<file path="config.mk">
export PLATFORM = sky130hd
export DESIGN_NAME = matrix_row_writer
export DESIGN_NICKNAME = d
export VERILOG_FILES = /design/src/rtl/matrix_row_writer_pkg.sv /design/src/rtl/matrix_row_writer.sv
export SDC_FILE = /design/constraint.sdc
export NUM_CORES = 1
export LEC_CHECK = 0
export ABC_AREA = 1
export BUFFER_PORTS_ARGS = -buffer_cell sky130_fd_sc_hd__buf_2
export CELL_PAD_IN_SITES_DETAIL_PLACEMENT = 1
export CELL_PAD_IN_SITES_GLOBAL_PLACEMENT = 2
export CORE_ASPECT_RATIO = 1.1
export CORE_MARGIN = 3
export CORE_UTILIZATION = 28
export CTS_BUF_LIST = sky130_fd_sc_hd__clkbuf_4 sky130_fd_sc_hd__clkbuf_8 sky130_fd_sc_hd__clkbuf_16
export CTS_CLUSTER_SIZE = 8
export DETAILED_ROUTE_END_ITERATION = 6
export GPL_TIMING_DRIVEN = 0
export PLACE_DENSITY = 0.79
export SYNTH_ARGS = -nofsm -noshare
export SYNTH_HDL_FRONTEND = slang
export SYNTH_SLANG_ARGS = --single-unit
export TNS_END_PERCENT = 30
</file>
<file path="constraint.sdc">
create_clock -name clk -period 1.45 [get_ports clk]
set_input_delay 0.0725 -clock clk [delete_from_list [all_inputs] [get_ports clk]]
set_output_delay 0.0725 -clock clk [all_outputs]
set_load 0.02 [all_outputs]
</file>
<file path="src/rtl/matrix_row_writer_pkg.sv">
// matrix_row_writer_pkg: parser state encoding and default geometry/framing constants
package matrix_row_writer_pkg;
  typedef enum logic [2:0] {S_MAGIC, S_ROW, S_R, S_G, S_B, S_DROP} state_t;
  localparam int COLS_DEF = 64;
  localparam int ROWS_DEF = 32;
  localparam logic [7:0] MAGIC_DEF = 8'hA5;
  localparam int RGB_W = 24;
endpackage

</file>
<file path="src/rtl/matrix_row_writer.sv">
// matrix_row_writer: parses MAGIC,row,COLS*{R,G,B} byte packets into framebuffer pixel writes with row/frame done pulses and a saturating reject count
module matrix_row_writer
  import matrix_row_writer_pkg::*;
#(
  parameter int COLS = COLS_DEF,
  parameter int ROWS = ROWS_DEF,
  parameter logic [7:0] MAGIC = MAGIC_DEF,
  localparam int ADDR_WIDTH = $clog2(ROWS * COLS)
) (
  input  logic                  clk,
  input  logic                  rst,
  input  logic [7:0]            s_axis_tdata,
  input  logic                  s_axis_tvalid,
  output logic                  s_axis_tready,
  input  logic                  s_axis_tlast,
  input  logic                  s_axis_tuser,
  output logic                  fb_wr_en,
  output logic [ADDR_WIDTH-1:0] fb_wr_addr,
  output logic [RGB_W-1:0]      fb_wr_data,
  input  logic                  fb_wr_ready,
  output logic                  row_done,
  output logic                  frame_done,
  output logic [15:0]           err_count
);
  localparam int RW = $clog2(ROWS);
  localparam int CW = $clog2(COLS);
  state_t state;
  logic [RW-1:0] row;
  logic [CW-1:0] col;
  logic [7:0] r, g;
  logic accept, last_col, row_bad, err_inc, good_end;
  assign s_axis_tready = !rst && (!fb_wr_en || fb_wr_ready);
  assign accept = s_axis_tvalid && s_axis_tready;
  assign last_col = col == CW'(COLS - 1);
  assign row_bad = 32'(s_axis_tdata) >= ROWS;
  assign good_end = accept && state == S_B && last_col && s_axis_tlast && !s_axis_tuser;
  assign err_inc = accept && (
    (state == S_MAGIC && (s_axis_tdata != MAGIC || s_axis_tlast)) ||
    (state == S_ROW && (row_bad || s_axis_tlast)) ||
    ((state == S_R || state == S_G) && s_axis_tlast) ||
    (state == S_B && (last_col ? (!s_axis_tlast || s_axis_tuser) : s_axis_tlast)));
  always_ff @(posedge clk) begin
    if (rst) begin
      state      <= S_MAGIC;
      row        <= '0;
      col        <= '0;
      r          <= '0;
      g          <= '0;
      fb_wr_en   <= 1'b0;
      fb_wr_addr <= '0;
      fb_wr_data <= '0;
      row_done   <= 1'b0;
      frame_done <= 1'b0;
      err_count  <= '0;
    end else begin
      row_done   <= good_end;
      frame_done <= good_end && row == RW'(ROWS - 1);
      if (err_inc && err_count != 16'hFFFF) err_count <= err_count + 16'd1;
      if (fb_wr_en && fb_wr_ready) fb_wr_en <= 1'b0;
      if (accept) begin
        case (state)
          S_MAGIC: state <= (s_axis_tdata == MAGIC && !s_axis_tlast) ? S_ROW : s_axis_tlast ? S_MAGIC : S_DROP;
          S_ROW: begin
            row   <= s_axis_tdata[RW-1:0];
            col   <= '0;
            state <= s_axis_tlast ? S_MAGIC : row_bad ? S_DROP : S_R;
          end
          S_R: begin
            r     <= s_axis_tdata;
            state <= s_axis_tlast ? S_MAGIC : S_G;
          end
          S_G: begin
            g     <= s_axis_tdata;
            state <= s_axis_tlast ? S_MAGIC : S_B;
          end
          S_B: begin
            fb_wr_en   <= 1'b1;
            fb_wr_addr <= ADDR_WIDTH'(row) * ADDR_WIDTH'(COLS) + ADDR_WIDTH'(col);
            fb_wr_data <= {r, g, s_axis_tdata};
            col        <= col + CW'(1);
            state      <= s_axis_tlast ? S_MAGIC : last_col ? S_DROP : S_R;
          end
          S_DROP: state <= s_axis_tlast ? S_MAGIC : S_DROP;
          default: state <= S_MAGIC;
        endcase
      end
    end
  end
endmodule

</file>
Yosys cells after proc, flatten, opt, wreduce, memory -nomap -nowiden:

Index checks and enable logic that the tools add are counted.

* bits in registers: 84
* bits of input ports: 14
* output and inout bits: 55
* logic and storage cells: 73

* $add $sub $neg: 3
* $lt $le $gt $ge: 1
* equality and inequality tests: 10
* muxes and demuxes: 14
* reductions and logical operators: 34

Operator list (number)
* two-way mux 3 bit: 7
* one-hot mux 3 bit (6 select lines): 1
* adder 16 x 1 -> 16 bit (second input constant): 1
* != test 16 bit (second input constant): 1
* logical AND 1 bit: 15
* one-hot mux 6 bit (2 select lines): 1
* adder 11 x 6 -> 11 bit: 1
* AND reduction 2 bit: 5
* equality test 8 bit (second input constant): 1
* >= comparator 8 x 6 -> 1 bit (second input constant): 1
* logical OR 1 bit: 8
* != test 8 bit (second input constant): 1
* adder 6 x 1 -> 6 bit (second input constant): 1
* equality test 3 x 2 -> 1 bit (second input constant): 2
* equality test 3 bit (second input constant): 2
* equality test 6 bit (second input constant): 1
* equality test 5 bit (second input constant): 1
* logical NOT 1 bit: 4
* two-way mux 1 bit: 4
* equality test 3 x 1 -> 1 bit (second input constant): 1
* logical NOT 3 bit: 1
* two-way mux 2 bit: 1
* nonzero test 2 bit: 1

Longest topological paths before layout:

Gate-level depths: netlist of the first run.

* depth in word-level cells: 9
* gate-level depth with buffers: 11
* gate-level depth less buffers: 10

Least setup slack after synthesis of the first run:

OpenSTA, ideal clock, no wires.

* path kind: flip-flop to flip-flop
* start point: register err_count[0]
* end point: register err_count[13]
* arrival time: 1.618 ns
* slack: -0.282 ns
* stages on the path, launching flop included: 12
* path buffers: 1
* path through: dfxtp_1 > ha_1 > nand2_2 > nor2_1 > nand4_1 > nor2_1 > nor2_4 > nand2_4 > buf_6 > nand2_1 > nand2_1 > nor2_2

* cells in the longest elaborated chain, start to end: 2
* elaborated cells on any way between the ends: 3
* classes of those cells: 1 x add/sub; 1 x eq/ne; 1 x reduce/logical

Ends and longest elaborated chain
* start, declared: line matrix_row_writer.sv:23 `output logic [15:0] err_count`
* start signal, assigned: line matrix_row_writer.sv:58 `if (err_inc && err_count != 16'hFFFF) err_count <= err_count + 16'd1;`
* parallel branches: the longest is 2 deep, another holds adder 16 x 1 -> 16 bit

Parallel ways; which one is timed is not known.
A chain may end at the register's enable or synchronous reset.

Worst setup path after layout of the first run:

* start point: register err_count[1]
* end point: register err_count[13]

Same word-level chain as after synthesis.

==> results of run 1 <==
worst max-delay path by stage:
stage | cells after the start | slack (ps) | endpoint
3_5_place_dp | 11 | -420 | err_count[13]
2_1_floorplan | 9 | -50 | err_count[13]
6_report | 11 | -100 | err_count[13]
4_1_cts | 11 | -90 | err_count[13]
5_1_grt | 11 | -190 | err_count[11]
3_3_place_gp | 11 | -380 | err_count[13]
registers in the layout, indices dropped and copies added (netlist names):
register and flops:
col 6, err_count 16, fb_wr_addr 11, fb_wr_data 24, fb_wr_en 1, frame_done 1, g 8, r 8
row 5, row_done 1, state 3
critical path, cell delays in order (launching register included):
cell and delay, ps:
dfxtp_4 360, ha_4 150, nand2_4 60, nor2_4 110, nand4_1 120, nor2_2 170, nor2_4 80, nand2_4 110
buf_6 140, nand2_2 50, nand2_2 50, nor2_2 30
cells by family (layout without fill, tap and decap cells):
| logic type | after synthesis | after routing | share of synthesized area (%) |
|---|---|---|---|
| fa+ha+maj | 2 | 2 | 0.687 |
| buf+inv | 62 | 178 | 7.67 |
| simple gates | 228 | 228 | 27.5 |
| compound gates | 109 | 109 | 15.3 |
| flops | 84 | 84 | 46.2 |
| xor+xnor | 11 | 11 | 2.65 |
power groups by stage:
stage	clock network, uW	logic (uW)	registers, uW
after floorplan	0	271	2540
after global placement	0	497	2490
after detailed placement	0	511	2490
after CTS	2260	572	2440
after global routing	2340	689	2450
final	2210	621	2440
metal layers:
metal | routed length [um] | part of all wire [%] | vias up
met5 | 0 | 0 | -
met4 | 229 | 1.9 | 0
met3 | 481 | 4.0 | 15
met2 | 6070 | 50 | 74
met1 | 5240 | 44 | 1757
li1 | - | - | 1821
final cells by class:
class,count,area [um2]
Fill cell,1556,7560
Timing Repair Buffer,100,659
Clock buffer,11,246
Tap cell,157,196
Inverter,39,151
Buffer,23,213
Sequential cell,84,1720
Clock inverter,5,35.0
Multi-Input combinational cell,350,1870
cells in the final DEF (no fill, tap or decap), types with 2 or more instances in the layout:
cell type	count
nand2_4	3
ha_4	2
clkbuf_1	5
a21oi_1	30
xor2_1	9
a21oi_2	8
o21ai_0	49
nand4_1	4
nor3_1	2
xnor2_1	2
buf_6	5
and3_1	3
buf_8	4
nand3_4	2
buf_2	69
nor2_1	110
inv_6	2
o21ai_2	3
inv_1	34
clkbuf_16	13
nand2_2	10
inv_2	3
nand3_1	17
clkinv_2	2
inv_4	2
nor2_4	10
dfxtp_4	6
buf_4	30
o21ai_1	15
dfxtp_2	9
clkbuf_4	2
buf_12	2
nand2_1	52
dfxtp_1	69
nor2_2	9
nand3b_1	3
per-stage QoR:
step           cells  util [%]  power [uW]  worst slack, ps
6_report         769      40.2        5260            -99.4
5_1_grt          769      40.2        5480             -187
4_1_cts          754      37.6        5270            -89.9
3_5_place_dp     720      33.3        3000             -419
3_3_place_gp     720      33.3        2990             -384
2_1_floorplan    496         -        2820            -53.8
repair_timing:
item	CTS	global route
pin swaps	11	18
setup endpoints to repair	65	73
gates resized for setup	41	58
cloned	1	4
hold endpoints to repair	1	0
setup buffers	16	11
hold buffers	1	0
==> flow_summary.yaml, run 1 <==
clocking:
  cts.sink_count: 84
  cts_max_path_buffers: 2
  clk_latency_ps: 340
  clockRootBuffer: "clkbuf_16"
  tritoncts: "yes"
  numCtsBuffers: 9
  htreeDepth: 3
  clkTransAtPathRegs_ps: 60
timing:
  drv_slew: 0
  fmax_mhz: 645
  finalCritPeriodShare_pct: 107
  fin_tns_setup_ps: -1790
  finalHoldViolCount: 0
  timing.hold.ws_ps: 53.3
  rsz0062_at_grt: "yes"
  setup_violations: 49
  fin_ws_ps: -99.4
  worst_slew_pin_slew_ps: 560
  clock_skew_ps: 8.94
  slew_headroom_pct: 62.7
  finalCriticalPeriod_ps: 1550
synthesis:
  synth_most_common_cell: "nor2_1"
  ys_seq_elements: 84
  synth.cell_area_mm2: 0.00364
  yosysTopAreaCellShare_pct: 46.2
  synth_enable_flop_cells: 0
  yosys_warnings: 0
  synth_nets: 512
  ys.flop_type: "dfxtp_1"
  synth.distinct_cells: 31
  synth_area_per_cell_um2: 7.34
  synthCells: 496
  ys_seq_area_share_pct: 46.2
  synth_top_area_cell: "dfxtp_1"
  async_reset_ff_share_pct: 0
  synthTopCellsByArea: "dfxtp_1 (46%), nor2_1 (12%), o21ai_0 (8.8%)"
  synthTopCellsByCount: "nor2_1 (121), dfxtp_1 (84), o21ai_0 (64)"
drt:
  wl_per_cell_um: 15.6
  drtIter0Drc: 120
  drc: 0
  post_drt_via_cell_ratio: 4.77
  vias: 3667
  finalWirelength_um: 12000
  ant_nets: 0
  firstDrtPassIters: 4
critical_path:
  end_kind: "register"
  crit_path_start_kind: "register"
  r2r_start: "err_count[1]"
  required_ps: 1680
  r2r-end: "err_count[13]"
  crit_fanout: 6
  arrival_ps: 1780
  critPathKind: "reg -> reg"
  regToRegSetupSlack_ps: -100
  startpoint: "err_count[1]"
  rr_worst_depth: 11
die:
  die_x_um: 115
  fp.dieH_um: 126
  pin_count: 69
  start_util_pct: 28.8
  die_area_mm2: 0.0144
  rows: 43
  core_area_mm2: 0.0126
power:
  ir_drop_v: 0.000740
  p_int_uw: 3840
  power.leakage_uw: 0.00239
  combPwrFrac_pct: 11.8
  p_clk_share_pct: 41.9
  p_seq_share_pct: 46.3
  p_sw_uw: 1430
  p_per_area_mw_per_mm2: 1040
  p_sw_share_pct: 27.1
hold_path:
  min_path_cells: 3
  hold_start: "s_axis_tdata[0]"
  min_to: "g[0]"
  worstHoldPathType: "in -> reg"
cells_and_area:
  drive_above_1_share_pct: 33.3
  nets: 623
  area_growth_pct: 39.6
  final_cell_area_mm2: 0.00508
  antennaDiodeCount: 0
global_routing:
  grt_overflow_total: 0
  top_usage_layer: "met2"
  grt_use_met2_pct: 29.3
  antenna_found_initial: 0
  grt_use_total_pct: 16.6
  grt_pass1_vias: 3772
  grt_pass1_wl_um: 18800
  use_met1_pct: 19.4
  use_met3_pct: 4.11
  grt_max_degree: 15
outcome:
  status: "finished with violations"
  failed_checks: "negative setup slack"
placed_design:
  place_area_mm2: 0.00421
  place_hpwl_um: 8260
  port-buffer-count: 67
  gp_congestion: 0.806
flow_run:
  drv_cap: 0
Power figures use the tool's default switching activity.
==> run 2: changes to the inputs <==
PLACE_DENSITY = unset   (was 0.79)
PLACE_DENSITY_LB_ADDON = 0.1   (was unset)
==> run 2 against run 1 <==
The flow still finishes with violations (negative setup slack). Power rose by 11%. Combinational power rose by 6.0%. Cell area rose by 0.39%. Register-to-register slack got worse by 40 ps. Sequential power barely moved. Via count fell by 1.1%. Clock skew fell by 2.6 ps. Worst setup slack got worse by 39 ps.
==> flow_summary.yaml, run 2 (synthesized netlist as in run 1, its figures left out) <==
clocking:
  cts_max_path_buffers: 2
  tritoncts: "yes"
  htreeDepth: 3
  cts.sink_count: 84
  clk_latency_ps: 350
  numCtsBuffers: 9
  clkTransAtPathRegs_ps: 60
  clockRootBuffer: "clkbuf_16"
drt:
  wl_per_cell_um: 16.0
  vias: 3626
  ant_nets: 0
  drc: 0
  firstDrtPassIters: 4
  drtIter0Drc: 158
  post_drt_via_cell_ratio: 4.73
  finalWirelength_um: 12200
timing:
  worst_slew_pin_slew_ps: 548
  finalCriticalPeriod_ps: 1590
  timing.hold.ws_ps: 25.3
  finalCritPeriodShare_pct: 110
  finalHoldViolCount: 0
  clock_skew_ps: 6.37
  drv_slew: 0
  slew_headroom_pct: 63.5
  fmax_mhz: 630
  setup_violations: 20
  rsz0062_at_grt: "yes"
  fin_ws_ps: -138
outcome:
  status: "finished with violations"
  failed_checks: "negative setup slack"
global_routing:
  grt_pass1_vias: 3941
  grt_overflow_total: 0
  grt_pass1_wl_um: 20100
  grt_max_degree: 15
  antenna_found_initial: 0
  grt_use_total_pct: 17.9
die:
  core_area_mm2: 0.0126
  pin_count: 69
  start_util_pct: 28.8
  fp.dieH_um: 126
  die_x_um: 115
  die_area_mm2: 0.0144
  rows: 43
critical_path:
  rr_worst_depth: 11
  r2r-end: "err_count[4]"
  crit_fanout: 5
  r2r_start: "col[0]"
  crit_path_start_kind: "register"
  arrival_ps: 1870
  regToRegSetupSlack_ps: -140
  end_kind: "register"
  critPathKind: "reg -> reg"
  required_ps: 1740
  startpoint: "col[0]"
placed_design:
  pre_cts_ws_ps: -450
  port-buffer-count: 67
  place_hpwl_um: 8500
  gp_congestion: 0.790
cells_and_area:
  area_growth_pct: 40.2
  largest_register: "fb_wr_data"
  final_common_cell: "nor2_1"
  largest_register_ffs: 24
  final_cell_mix: "nor2_1 (111), buf_2 (70), dfxtp_1 (67), o21ai_0 (53), nand2_1 (50)"
  antennaDiodeCount: 0
  reg_top3: "fb_wr_data: 24 flops, err_count: 16 flops, fb_wr_addr: 11 flops"
  nets: 620
  drive_above_1_share_pct: 33.5
flow_run:
  drv_cap: 0
power:
  p_per_area_mw_per_mm2: 1140
  power.leakage_uw: 0.00241
  ir_drop_v: 0.000492
  total_power_uw: 5830
hold_path:
  min_to: "fb_wr_data[0]"
  worstHoldPathType: "in -> reg"
  min_path_cells: 3
  hold_start: "s_axis_tdata[0]"
[run 2: layer usage]
metal	global-route usage [%]	part of all wire [%]
met1	20.9	43
met2	32.1	52
met3	4.07	3.7
met4	5.66	1.3
met5	0	0
[run 2: worst max path at each step]
stage	endpoint	slack, ps	cells past startpoint
global placement	err_count[13]	-430	11
detailed placement	err_count[13]	-450	11
global route	err_count[3]	-230	11
CTS	err_count[11]	-140	11
finish	err_count[4]	-140	11
floorplan	err_count[13]	-50	9
[run 2: metrics by stage]
stage,setup TNS [ps],cells,area (um2),utilization [%]
floorplan,-530,496,3670,-
global placement,-11720,720,4210,33.3
detailed placement,-12340,720,4210,33.3
CTS,-2630,764,5000,39.5
global route,-5560,766,5100,40.4
finish,-1940,766,5100,40.4
[run 2: layout make-up]
| type | count | area, um2 |
|---|---|---|
| Buffer | 23 | 184 |
| Clock buffer | 11 | 240 |
| Clock inverter | 5 | 108 |
| Fill cell | 1539 | 7540 |
| Inverter | 39 | 149 |
| Multi-Input combinational cell | 350 | 1880 |
| Sequential cell | 84 | 1710 |
| Tap cell | 157 | 196 |
| Timing Repair Buffer | 97 | 633 |
[run 2: critical path: stages (launching register included)]
cell and delay [ps]:
dfxtp_4 360, ha_4 150, nand3_4 120, nor2_4 110
nand2_2 80, nand3_4 80, nand3_4 100, buf_6 160
buf_8 130, nand3_4 70, nand2_2 50, nor2_2 110
[run 2: power breakdown]
part	switching, uW	leakage [uW]	internal, uW
Clock	1000	0.000171	1730
Sequential	67.1	0.000689	2370
Combinational	396	0.00155	262
Total	1470	0.00241	4370
[run 2: timing repair]
item,CTS,global route
endpoints found under the hold margin,1,0
resized for setup,55,42
pin swaps,20,24
setup endpoints to repair,65,73
buffers inserted,24,2
gates cloned,3,0
hold buffers,1,0
==> run 3: changes to the inputs <==
CORE_ASPECT_RATIO = unset   (was 1.1)
==> run 3 against run 2 <==
Worst hold slack better by 6.4 ps. Sequential cell count unchanged. Cell area up 0.74%. Power down 9.0%. Sequential share of layout area down 0.17 points. Clock power down 18%. Register-to-register slack better by 30 ps. Utilization up 0.21 points. The flow still finishes with violations (negative setup slack). Largest cell class unchanged.
==> flow_summary.yaml, run 3 (synthesized netlist as in run 1, its figures left out) <==
outcome:
  status: "finished with violations"
  failed_checks: "negative setup slack"
drt:
  vias: 3612
  post_drt_via_cell_ratio: 4.63
  wl_per_cell_um: 15.9
  ant_nets: 0
  finalWirelength_um: 12400
  firstDrtPassIters: 4
  drtIter0Drc: 135
  drc: 0
timing:
  slew_headroom_pct: 62.4
  timing.hold.ws_ps: 31.7
  clock_skew_ps: 7.26
  fmax_mhz: 644
  rsz0062_at_grt: "yes"
  finalCriticalPeriod_ps: 1550
  setup_violations: 27
  worst_slew_pin_slew_ps: 564
  finalCritPeriodShare_pct: 107
  drv_slew: 0
  finalHoldViolCount: 0
  fin_tns_setup_ps: -1780
  fin_ws_ps: -104
placed_design:
  pre_cts_ws_ps: -450
  port-buffer-count: 67
  dp_cells: 735
  gp_congestion: 0.791
  place_hpwl_um: 8470
die:
  pin_count: 69
  start_util_pct: 28.7
  die_area_mm2: 0.0144
  die_x_um: 120
  fp.dieH_um: 120
  rows: 41
  core_area_mm2: 0.0127
flow_run:
  drv_cap: 0
clocking:
  cts_max_path_buffers: 2
  numCtsBuffers: 9
  clk_latency_ps: 340
  cts.sink_count: 84
  cts_hold_buf: 0
  tritoncts: "yes"
  clockRootBuffer: "clkbuf_16"
  clkTransAtPathRegs_ps: 60
  htreeDepth: 3
global_routing:
  antenna_found_initial: 0
  grt_max_degree: 15
  grt_pass1_vias: 3714
  grt_overflow_total: 0
  grt_pass1_wl_um: 19900
  grt_use_total_pct: 17.6
critical_path:
  crit_fanout: 5
  crit_path_start_kind: "register"
  required_ps: 1680
  end_kind: "register"
  critPathKind: "reg -> reg"
  arrival_ps: 1790
power:
  p_per_area_mw_per_mm2: 1030
  power.leakage_uw: 0.00240
  ir_drop_v: 0.000584
  total_power_uw: 5310
cells_and_area:
  antennaDiodeCount: 0
  largest_register: "fb_wr_data"
  nFillCells: 1576
  final_cell_mix: "nor2_1 (111), dfxtp_1 (70), buf_2 (69), nand2_1 (48), o21ai_0 (41)"
  nets: 619
  fin_cells: 780
  drive_above_1_share_pct: 32.9
  area_growth_pct: 41.2
  final_common_cell: "nor2_1"
  largest_register_ffs: 24
  reg_top3: "fb_wr_data: 24 flops, err_count: 16 flops, fb_wr_addr: 11 flops"
hold_path:
  worstHoldPathType: "in -> reg"
## run 3: cell count changes in the layout (fill, tap and decap cells not counted), moves of 5 or more
cell / before / now
a21oi_1: 32 / 37
dfxtp_2: 13 / 7
o21ai_1: 11 / 19
a21oi_2: 6 / 1
o21ai_0: 53 / 41
## run 3: layer usage
layer,vias to the layer above,wire [um],GRT usage [%]
met2,55,6030,28.7
met1,1735,5980,23.9
met5,-,0,0
li1,1818,-,-
met3,4,334,2.78
met4,0,69,5.80
## run 3: power breakdown
part | internal, uW | switching, uW | leakage (uW)
combinational | 242 | 394 | 0.00158
sequential | 2370 | 69.2 | 0.000688
clock | 1230 | 1010 | 0.000132
## run 3: timing repair
| item | 4_1_cts | 5_1_grt |
|---|---|---|
| cloned | 2 | 3 |
| setup buffers | 13 | 11 |
| pin swaps | 6 | 20 |
| hold endpoints to repair | 0 | 0 |
| endpoints found under the setup margin | 73 | 76 |
| resized for setup | 62 | 57 |
## run 3: worst max-delay path, cell delays in order, from the launching register on
cell and delay, ps:
dfxtp_4 360, ha_4 140, nand3_4 100, nor2_4 140
nand2_4 70, nand3_4 80, nand3_4 130, nand2_8 140
buf_6 140, nand2_2 40, nand2_1 50, nor2_1 40
## run 3: area by class of cell
cell class                      instances  area, um2  area share [%]
Clock buffer                           11        246            4.80
Inverter                               39        154            2.99
Sequential cell                        84       1720            33.4
Buffer                                 23        220            4.28
Multi-Input combinational cell        351       1910            37.1
Timing Repair Buffer                   95        646            12.6
Clock inverter                          5       36.3           0.706
Tap cell                              172        215            4.19
## run 3: per-stage QoR
step | area (um2) | utilization [%]
2_1_floorplan | 3670 | -
3_3_place_gp | 4230 | 33.3
3_5_place_dp | 4230 | 33.3
4_1_cts | 4820 | 38.1
5_1_grt | 5140 | 40.6
6_report | 5140 | 40.6
## run 3: worst paths after layout
kind,start,to,slack [ps],depth (start not counted)
worst max-delay path,col[0],err_count[12],-100,11
worst min-delay path,fb_wr_ready,fb_wr_en,30,4
worst max register to register,col[0],err_count[12],-100,11
worst min register to register,g[4],fb_wr_data[12],480,2
